[config.mk]
export PLATFORM = sky130hd
export DESIGN_NAME = program_dumper
export DESIGN_NICKNAME = d
export VERILOG_FILES = /design/src/rtl/program_dumper.sv
export SDC_FILE = /design/constraint.sdc
export NUM_CORES = 1
export LEC_CHECK = 0
export CAP_MARGIN = 30
export CORE_MARGIN = 1
export CORE_UTILIZATION = 25
export DETAILED_ROUTE_END_ITERATION = 12
export GPL_ROUTABILITY_DRIVEN = 1
export SLEW_MARGIN = 20
export SYNTH_ARGS = -nofsm -noshare
export SYNTH_HDL_FRONTEND = slang
export SYNTH_SLANG_ARGS = --single-unit
[constraint.sdc]
create_clock -name clock -period 8 [get_ports clock]
set_input_delay 0.8 -clock clock [delete_from_list [all_inputs] [get_ports clock]]
set_output_delay 0.8 -clock clock [all_outputs]
set_load 0.005 [all_outputs]
[src/rtl/program_dumper.sv]
// Walks ternary memory from the lowest address up to a latched end address and
// streams each word with its address over a valid/ready handshake.
module program_dumper #(
  parameter int unsigned WORD_SIZE     = 9,
  parameter int unsigned MEM_ADDR_SIZE = 4
) (
  input  logic                         clock,
  input  logic                         reset,
  input  logic                         start_dump,
  input  logic [2*MEM_ADDR_SIZE-1:0]   end_addr,
  output logic [2*MEM_ADDR_SIZE-1:0]   mem_addr,
  output logic                         mem_read,
  input  logic [2*WORD_SIZE-1:0]       mem_read_data,
  output logic                         out_valid,
  input  logic                         out_ready,
  output logic [2*WORD_SIZE-1:0]       out_data,
  output logic [2*MEM_ADDR_SIZE-1:0]   out_addr,
  output logic                         dump_complete
);

  localparam int unsigned DW = 2 * WORD_SIZE;
  localparam int unsigned AW = 2 * MEM_ADDR_SIZE;

  localparam logic [1:0] T_NEG  = 2'b10;
  localparam logic [1:0] T_POS  = 2'b01;

  localparam logic [AW-1:0] ADDR_LOW  = {MEM_ADDR_SIZE{T_NEG}};
  localparam logic [AW-1:0] ADDR_HIGH = {MEM_ADDR_SIZE{T_POS}};
  localparam logic [AW-1:0] ADDR_ONE  = AW'(T_POS);

  typedef enum logic [2:0] {IDLE, READ, CAPTURE, SEND, DONE} state_e;

  function automatic int trit_val(input logic [1:0] t);
    case (t)
      T_POS:   return 1;
      T_NEG:   return -1;
      default: return 0;
    endcase
  endfunction

  function automatic logic [1:0] trit_enc(input int v);
    if (v > 0)      return T_POS;
    else if (v < 0) return T_NEG;
    else            return 2'b00;
  endfunction

  function automatic logic [DW-1:0] pad_addr(input logic [AW-1:0] a);
    return DW'(a);
  endfunction

  function automatic logic [DW-1:0] ternary_ripple_carry_adder(
    input logic [DW-1:0] a,
    input logic [DW-1:0] b
  );
    logic [DW-1:0] s;
    int            carry;
    int            sum;
    s     = '0;
    carry = 0;
    for (int unsigned i = 0; i < WORD_SIZE; i++) begin
      sum = trit_val(a[2*i +: 2]) + trit_val(b[2*i +: 2]) + carry;
      if (sum > 1) begin
        sum   = sum - 3;
        carry = 1;
      end else if (sum < -1) begin
        sum   = sum + 3;
        carry = -1;
      end else begin
        carry = 0;
      end
      s[2*i +: 2] = trit_enc(sum);
    end
    return s;
  endfunction

  // The most significant differing trit decides, so later iterations override.
  function automatic logic ternary_less_than_comparator(
    input logic [DW-1:0] a,
    input logic [DW-1:0] b
  );
    logic lt;
    lt = 1'b0;
    for (int unsigned i = 0; i < WORD_SIZE; i++) begin
      if (trit_val(a[2*i +: 2]) != trit_val(b[2*i +: 2]))
        lt = trit_val(a[2*i +: 2]) < trit_val(b[2*i +: 2]);
    end
    return lt;
  endfunction

  state_e            state_q, state_d;
  logic [AW-1:0]     mem_addr_q, mem_addr_d;
  logic [AW-1:0]     end_addr_q, end_addr_d;
  logic              mem_read_q, mem_read_d;
  logic              out_valid_q, out_valid_d;
  logic [DW-1:0]     out_data_q, out_data_d;
  logic [AW-1:0]     out_addr_q, out_addr_d;
  logic              dump_complete_q, dump_complete_d;
  logic              addr_more;

  // Stopping at the top address as well as at end_addr keeps the increment from wrapping.
  assign addr_more =
      ternary_less_than_comparator(pad_addr(mem_addr_q), pad_addr(end_addr_q)) &&
      ternary_less_than_comparator(pad_addr(mem_addr_q), pad_addr(ADDR_HIGH));

  always_comb begin
    state_d         = state_q;
    mem_addr_d      = mem_addr_q;
    end_addr_d      = end_addr_q;
    mem_read_d      = 1'b0;
    out_valid_d     = out_valid_q;
    out_data_d      = out_data_q;
    out_addr_d      = out_addr_q;
    dump_complete_d = dump_complete_q;
    case (state_q)
      IDLE, DONE: begin
        if (start_dump) begin
          end_addr_d      = end_addr;
          mem_addr_d      = ADDR_LOW;
          mem_read_d      = 1'b1;
          dump_complete_d = 1'b0;
          state_d         = READ;
        end
      end
      READ: state_d = CAPTURE;
      CAPTURE: begin
        out_data_d  = mem_read_data;
        out_addr_d  = mem_addr_q;
        out_valid_d = 1'b1;
        state_d     = SEND;
      end
      SEND: begin
        if (out_ready) begin
          out_valid_d = 1'b0;
          if (addr_more) begin
            mem_addr_d = AW'(ternary_ripple_carry_adder(pad_addr(mem_addr_q),
                                                        pad_addr(ADDR_ONE)));
            mem_read_d = 1'b1;
            state_d    = READ;
          end else begin
            dump_complete_d = 1'b1;
            state_d         = DONE;
          end
        end
      end
      default: state_d = IDLE;
    endcase
  end

  always_ff @(posedge clock) begin
    if (reset) begin
      state_q         <= IDLE;
      mem_addr_q      <= ADDR_LOW;
      end_addr_q      <= ADDR_LOW;
      mem_read_q      <= 1'b0;
      out_valid_q     <= 1'b0;
      out_data_q      <= '0;
      out_addr_q      <= ADDR_LOW;
      dump_complete_q <= 1'b0;
    end else begin
      state_q         <= state_d;
      mem_addr_q      <= mem_addr_d;
      end_addr_q      <= end_addr_d;
      mem_read_q      <= mem_read_d;
      out_valid_q     <= out_valid_d;
      out_data_q      <= out_data_d;
      out_addr_q      <= out_addr_d;
      dump_complete_q <= dump_complete_d;
    end
  end

  assign mem_addr      = mem_addr_q;
  assign mem_read      = mem_read_q;
  assign out_valid     = out_valid_q;
  assign out_data      = out_data_q;
  assign out_addr      = out_addr_q;
  assign dump_complete = dump_complete_q;

endmodule

* Word-level counts from Yosys, hierarchy flattened *
Index checks and enable logic that the tools add are counted.

cells by class
  $add $sub $neg = 15
  order comparisons = 24
  equal/unequal tests = 32
  muxes and demuxes = 111
  reduce and logical (&&, ||, !) cells = 10

operators by type and width
  operator               count
  $mux 32                69
  $pmux 32 s2            8
  $lt 32x1->1 const B    8
  $lt 32x32->1           8
  $add 32x32->32         7
  $add 32x3->32 const B  4
  $gt 32x1->1 const B    4
  $gt 32x2->1 const B    4
  $ne 32x2->1 const B    4
  $ne 32x32->1           4
  $sub 32x3->32 const B  4
  $mux 8                 3
  $eq 2x1->1 const B     8
  $eq 2x2->1 const B     8
  $mux 2                 8
  $pmux 8 s2             1
  $mux 1                 15
  $pmux 3 s4             1
  $mux 3                 3
  $ne 2x2->1 const B     4
  $reduce_and 4->1       2
  $eq 3x2->1 const B     2
  $pmux 1 s2             3
  $reduce_and 2->1       3
  6 further kinds        7

storage, ports and cells
  register bits after elaboration = 48
  input bits = 30
  output and inout bits = 37
  word-level logic and storage cells = 200

* Longest topological paths before layout *
Gate-level depths: netlist of run 1.

  depth in word-level cells = 47
  depth in mapped cells = 35
  mapped depth without buffers = 32

* Worst setup path after synthesis of run 1 *
No wires, ideal clock.

  path kind = reg2reg
  start = register mem_addr_q[2] (netlist: mem_addr[2])
  end = register mem_addr_q[6] (netlist: mem_addr[6])
  setup time = 0.117 ns
  data arrival time = 7.196 ns
  required time = 7.883 ns
  slack = 0.686 ns
  cell stages (with the launch flop) = 34
  path buffers = 3
  clock period less this slack = 7.314 ns
  cell sequence = dfxtp_1 inv_1 ha_1 inv_1 ha_1 ha_1 clkbuf_1 ha_1 clkbuf_1 ha_1 clkbuf_1 ha_1 or3_1 o21ai_1 nand2_1 ha_1 inv_1 fa_1 ha_1 ha_1 nor3_1 o21ai_1 nand2_1 ha_1 inv_1 fa_1 fa_1 fa_1 and4b_4 a21oi_1 or4_4 a2111oi_4 o211ai_1 a32o_1

on the way
  longest elaborated chain between the ends = 32
  elaborated cells between the ends (all ways) = 53
  those cells by class = add/sub: 6; order compare: 9; eq/ne: 5; mux: 31; reduce/logical: 2

ends and longest elaborated chain
  element                                   line  text
  from (decl)                               91    logic [AW-1:0] mem_addr_q, mem_addr_d;
  from (signal assigned)                    161   mem_addr_q <= mem_addr_d;
  $eq 2x2->1 or $eq 2x1->1 (tied branches)  34    case (t)
  $pmux 32 s2 *                             34
  $mux 32                                   134   if (addr_more) begin
  $mux 32                                   132   if (out_ready) begin
  $mux 32                                   114   case (state_q)
  $add 32x32->32 (2 in series)              61    sum = trit_val(a[2*i +: 2]) + trit_val(b[2*i +: 2]) + carry;
  $lt 32x1->1                               65    end else if (sum < -1) begin
  $mux 32                                   65
  [... 15 more ...]                         -
  $mux 32                                   134
  $mux 32                                   132
  $mux 32                                   114
  $gt 32x1->1                               42    if (v > 0) return T_POS;
  $mux 2                                    42
  $mux 8                                    134
  $mux 8                                    132
  $pmux 8 s2                                114

Every way passes the cells marked *; elsewhere a longest branch is shown, timed or not. The select of a mux whose other input is x is not followed.
A chain may end at the register's enable or synchronous reset.

* Worst setup path in the final report of run 1 *
Ends and elaborated chain as after synthesis.

==> flow_summary_export.csv, run 1 <==
group,metric,value,unit
outcome,status,"completed",
worst_setup_path,r2r-start,"mem_addr[2]",
timing,tightest_slew,0.764,ns
synth,yosys.cell_count.top_type,"nand2_1",
cts,root_buffer,"clkbuf_16",
drt,vias_per_cell,4.73,
synth,synth.ff_latch_count,48,
power,p_leak,0.00195,uW
timing,fin_crit_sh,94.3,%
global_routing,grt_antenna_before_repair,0,
synth,synth_top_area_share,26.9,%
timing,finClkSkew,0.00159,ns
finish,syn2layout_area_growth,29.1,%
worst_setup_path,cp_data_required_time,8.18,ns
worst_setup_path,endpoint,"mem_addr[6]",
floorplan,die_h,121,um
global_routing,track_usage,12.4,%
worst_setup_path,criticalPathCategory,"register to register",
cts,clockBufferDepth,2,
worst_hold_path,hold_start,"out_data[6]",
finish,nFillCells,1461,
timing,drv_slew,0,
synth,synth_edf_count,0,
cts,clkLatencyLatePin,0.28,ns
worst_setup_path,rr_endpoint,"mem_addr[6]",
power,p_total,659,uW
synth,ys_top_cells_by_area,"dfxtp_1 (27%), ha_1 (17%), nand2_1 (8.5%)",
drt,dr.pass1.iters,4,
timing,fin_ws,0.458,ns
drt,ant_nets,0,
timing,tns,0,ns
drt,vias,3233,
drt,wl,8.94,mm
global_routing,grt_pass1_wl,15.0,mm
cts,postCtsSetupRepairBufs,0,
run,drv_cap,0,
cts,numCtsBuffers,5,
synth,synth_ff_type,"dfxtp_1",
cts,h-tree-depth,2,
floorplan,coreArea,13900,um^2
global_routing,met3_usage,2.30,%
synth,synth_cells,447,
timing,holdWs,0.455,ns
worst_setup_path,regToRegSetupSlack,0.46,ns
global_routing,grt_overflow,0,
synth,synth_warnings,0,
synth,yosysUniqueCellTypes,59,
worst_setup_path,crit_top_cell,"ha_1",
cts,cts_tree,"done",
synth,synth_largest_area_cell,"dfxtp_1",
cts,path_clk_slew,0.07,ns
power,power.density,143,nW/um^2
timing,rsz0062_at_grt,"false",
place,pre_cts_ws,0.347,ns
floorplan,ioPinCount,67,
finish,fin_nets,593,
drt,wl_per_cell,13.1,um
worst_setup_path,arrival,7.72,ns
drt,drc_errors,0,
floorplan,dieArea,14800,um^2
floorplan,die_width,121,um
worst_hold_path,hold_path_class,"register to register",
cts,cts.sinks,48,
synth,synth_area,3570,um^2
place,gp_congestion,0.872,
place,io_buffers,66,
synth,synthArstFlopShare,0,%
global_routing,first_global_vias,3135,
worst_setup_path,slowest_delay,0.64,ns
drt,drt_iter0_drc,175,
worst_setup_path,r2r_cells,30,
timing,max_freq,133,MHz
worst_setup_path,cp-startpoint,"mem_addr[2]",
timing,max_slew_margin,48.9,%
synth,synth_nets,537,
worst_setup_path,crit_fanout,10,
synth,synth_common_cells,"nand2_1 (81), ha_1 (49), dfxtp_1 (48), inv_1 (47), a21oi_1 (45)",
synth,synth_seq_area_share,26.9,%
floorplan,rows,43,
timing,period_needed,7.54,ns
power,peakVddDrop,0.0997,mV
worst_setup_path,endpoint_kind,"register",
timing,hold_viol,0,
global_routing,met2_usage,20.6,%
floorplan,start_util,25.7,%
worst_setup_path,crit_path_top_delay_cell,"fa_2",
finish,layout-drive-gt1-share,4.56,%
finish,insertedDiodeCount,0,
global_routing,grtUsageMet1,16.7,%
synth,syn_area_per_cell,7.99,um^2
cts,cts_hold_buf,0,
global_routing,top_usage_layer,"met2",
place,place_hpwl,6.92,mm
worst_setup_path,crit_path_start_kind,"register",
timing,setup_violations,0,
global_routing,grt_max_degree,38,
cells in the final DEF (no fill, tap or decap), types with 2 or more instances in the layout:
cell type / count
o21a_1: 2
and2_1: 3
nor2_1: 13
a21o_1: 2
o21ai_1: 12
clkbuf_16: 5
o21ai_0: 13
nand3b_1: 4
a21oi_1: 45
a31oi_1: 4
bufinv_16: 2
nor2b_1: 8
nand2_1: 81
a211o_1: 2
xnor2_1: 2
nand3_1: 10
fa_1: 10
inv_1: 47
ha_1: 49
buf_4: 3
nand4b_1: 4
and3_1: 3
o211ai_1: 9
nand2b_1: 6
clkdlybuf4s50_1: 66
nor3b_1: 3
nor4_1: 5
nand4_1: 5
dfxtp_1: 48
nor3_1: 3
worst max-delay path, delay by kind of cell (launching register included):
kind                       cells  cell delay, ns
AOI/OAI and AO/OA              5            1.02
adders and majority gates     14            4.17
buffers and inverters          4            0.34
DFF                            1            0.38
and+or+nand+nor                7            1.53
through the flow:
stage | util (%) | cell area, um^2 | instances
floorplan | - | 3570 | 447
global placement | 31.7 | 4400 | 676
detailed placement | 31.7 | 4400 | 676
CTS | 33.1 | 4590 | 684
global route | 33.2 | 4610 | 684
finish | 33.2 | 4610 | 684
timing repair:
| action | CTS | global route |
|---|---|---|
| hold endpoints to repair | 0 | 0 |
| setup endpoints to repair | 0 | 2 |
| resized for setup | 0 | 4 |
kinds of logic (layout without fill, tap and decap cells):
group	count (synthesis)	in the layout	synth area share, %
AO/OA/AOI/OAI	104	104	18.0
adder cells (fa/ha/maj)	60	60	23.3
XOR/XNOR	3	3	0.736
AND/OR/NAND/NOR	163	163	23.4
flip-flops	48	48	26.9
multiplexers	1	1	0.280
buffers and inverters	68	125	7.29
area by class of cell:
type / count / area [um^2] / area share [%]
clock buffers: 5 / 125 / 2.72
clock inverters: 3 / 68.8 / 1.49
inverters: 48 / 180 / 3.91
multi-input cells: 331 / 2360 / 51.3
flip-flops and latches: 48 / 961 / 20.9
well taps: 180 / 225 / 4.89
repair buffers: 69 / 683 / 14.8
routing by layer:
layer / vias to the layer above / part of all wire (%)
li1: 1633 / -
met1: 1513 / 49
met2: 79 / 45
met3: 8 / 4.8
met4: 0 / 0.77
met5: - / 0
report_power, final:
part | switching, uW | internal, uW
Clock | 92.7 | 180
Combinational | 64.9 | 59.0
Sequential | 8.41 | 254
Total | 166 | 493
state kept, by name (all words and copies together) (netlist names):
name and count:
mem_read 1, state_q 3, out_data 18, out_valid 1, out_addr 8, mem_addr 8
dump_complete 1, end_addr_q 8
how the worst min path moves through the flow:
stage          depth (start not counted)  slack [ns]           to
4_1_cts                                1        0.45   state_q[1]
5_1_grt                                1        0.47   state_q[1]
6_report                               2        0.45  out_data[6]
3_3_place_gp                           1        0.43   state_q[1]
3_5_place_dp                           1        0.44   state_q[1]
2_1_floorplan                          1        0.42   state_q[1]
Power figures use the tool's default switching activity.
==> inputs of run 2 (changes only) <==
--- a/config.mk
+++ b/config.mk
@@ -6,10 +6,11 @@
 export NUM_CORES = 1
 export LEC_CHECK = 0
 export CAP_MARGIN = 30
-export CORE_MARGIN = 1
+export CORE_MARGIN = 1.5
 export CORE_UTILIZATION = 25
 export DETAILED_ROUTE_END_ITERATION = 12
 export GPL_ROUTABILITY_DRIVEN = 1
+export SKIP_CTS_REPAIR_TIMING = 1
 export SLEW_MARGIN = 20
 export SYNTH_ARGS = -nofsm -noshare
 export SYNTH_HDL_FRONTEND = slang
==> run 2 against run 1 <==
Largest power group is now registers; global-route usage barely moved; non-clock buffer count unchanged; hold slack worse by 0.00090 ns; first-iteration DRC count is 13% higher; fmax shrank 0.15%; design area down 0.84%; routed wire length rose by 5.2%; largest cell class unchanged; sequential share of layout area is 0.18 points higher; clock skew grew 0.0023 ns; utilization is 0.41 points lower.
==> flow_summary_export.csv, run 2 (synthesized netlist as in run 1, its figures left out) <==
group,metric,value,unit
worst_setup_path,slowest_delay,0.59,ns
drt,ant_nets,0,
finish,nFillCells,1435,
worst_hold_path,hold_path_class,"register to register",
global_routing,grt_max_degree,38,
timing,fin_crit_sh,94.4,%
cts,clockBufferDepth,2,
place,gp_congestion,0.860,
timing,max_slew_margin,47.6,%
power,p_leak,0.00193,uW
worst_setup_path,criticalPathCategory,"register to register",
floorplan,die_width,122,um
timing,tightest_slew,0.784,ns
worst_setup_path,crit_path_start_kind,"register",
cts,numCtsBuffers,5,
finish,design_area,4570,um^2
timing,holdWs,0.454,ns
timing,max_freq,132,MHz
cts,cts.sinks,48,
place,io_buffers,66,
global_routing,first_global_vias,3185,
timing,hold_viol,0,
place,dp.cells,675,
power,power.internal,437,uW
finish,instances_no_fill,684,
power,power.density,131,nW/um^2
drt,vias,3289,
cts,clkLatencyLatePin,0.29,ns
global_routing,grt_overflow,0,
global_routing,track_usage,12.4,%
cts,root_buffer,"clkbuf_16",
power,p_switching,163,uW
finish,syn2layout_area_growth,28.0,%
floorplan,start_util,25.6,%
finish,insertedDiodeCount,0,
floorplan,ioPinCount,67,
power,switching_share,27.1,%
worst_setup_path,crit_path_top_delay_cell,"fa_2",
worst_setup_path,arrival,7.73,ns
worst_setup_path,crit_top_cell,"ha_1",
drt,drt_iter0_drc,198,
timing,tns,0,ns
finish,fin_nets,593,
drt,wl,9.41,mm
global_routing,grt_antenna_before_repair,0,
timing,setup_violations,0,
worst_setup_path,crit_fanout,9,
finish,layout-drive-gt1-share,4.76,%
drt,dr.pass1.iters,4,
drt,drc_errors,0,
power,p_seq_share,43.8,%
finish,layout_common_cells,"nand2_1 (81), clkdlybuf4s50_1 (66), ha_1 (49)",
drt,vias_per_cell,4.81,
finish,largest_reg_flops,18,
cts,cts_tree,"done",
timing,finClkSkew,0.00386,ns
global_routing,grt_pass1_wl,15.0,mm
timing,period_needed,7.55,ns
worst_setup_path,cp_data_required_time,8.18,ns
outcome,status,"completed",
floorplan,rows,43,
cts,path_clk_slew,0.06,ns
floorplan,die_h,122,um
place,place_area,4390,um^2
place,place_hpwl,7.37,mm
power,power.share.clock,35.7,%
cts,h-tree-depth,2,
floorplan,coreArea,13900,um^2
power,power_frac_comb,20.5,%
run,drv_cap,0,
floorplan,dieArea,15000,um^2
finish,final_common_cell,"nand2_1",
power,peakVddDrop,0.0933,mV
worst_setup_path,endpoint_kind,"register",
drt,wl_per_cell,13.8,um
timing,drv_slew,0,
## run 2: cell count changes in the layout (fill, tap and decap cells not counted), sizes merged
cell    delta
bufinv     -2
clkbuf     +1
clkinv     +1
## run 2: power groups by stage
stage	sequential (uW)	combinational, uW	clock, uW
6_report	263	123	214
5_1_grt	264	138	229
4_1_cts	263	124	219
3_5_place_dp	268	123	0
3_3_place_gp	268	123	0
2_1_floorplan	266	70.9	0
## run 2: area by class of cell
| cell class | count | area (um^2) | share of cell area (%) |
|---|---|---|---|
| clock inverters | 2 | 13.8 | 0.301 |
| repair buffers | 69 | 683 | 15.0 |
| flip-flops and latches | 48 | 961 | 21.0 |
| inverters | 48 | 180 | 3.94 |
| multi-input cells | 331 | 2370 | 51.8 |
| well taps | 180 | 225 | 4.93 |
| clock buffers | 6 | 139 | 3.04 |
## run 2: worst paths after layout
kind                                  start     endpoint  slack [ns]  cells past startpoint
worst max-delay path            mem_addr[2]  mem_addr[6]        0.45                     31
worst min-delay path             state_q[2]   state_q[1]        0.45                      1
worst max register to register  mem_addr[2]  mem_addr[6]        0.45                     31
worst min register to register   state_q[2]   state_q[1]        0.45                      1
## run 2: per-stage QoR
step / power [uW] / setup slack (ns) / utilization (%)
6_report: 600 / 0.447 / 32.8
3_5_place_dp: 391 / 0.356 / 31.5
5_1_grt: 631 / -0.0000648 / 32.8
4_1_cts: 606 / 0.335 / 32.6
2_1_floorplan: 337 / 0.686 / -
3_3_place_gp: 390 / 0.580 / 31.5
## run 2: per-layer routing
metal / track usage (%) / up-vias / share of wire (%)
li1: - / 1636 / -
met1: 15.6 / 1571 / 46
met2: 21.5 / 70 / 48
met3: 2.74 / 12 / 5.0
met4: 3.05 / 0 / 1.2
met5: 0 / - / 0
## run 2: critical path: cells and delay by family, from the launching register on
family | cells | cell delay [ns]
compound gates | 5 | 0.89
flops | 1 | 0.40
buf+inv | 6 | 0.46
simple gates | 7 | 1.64
fa+ha+maj | 13 | 4.02
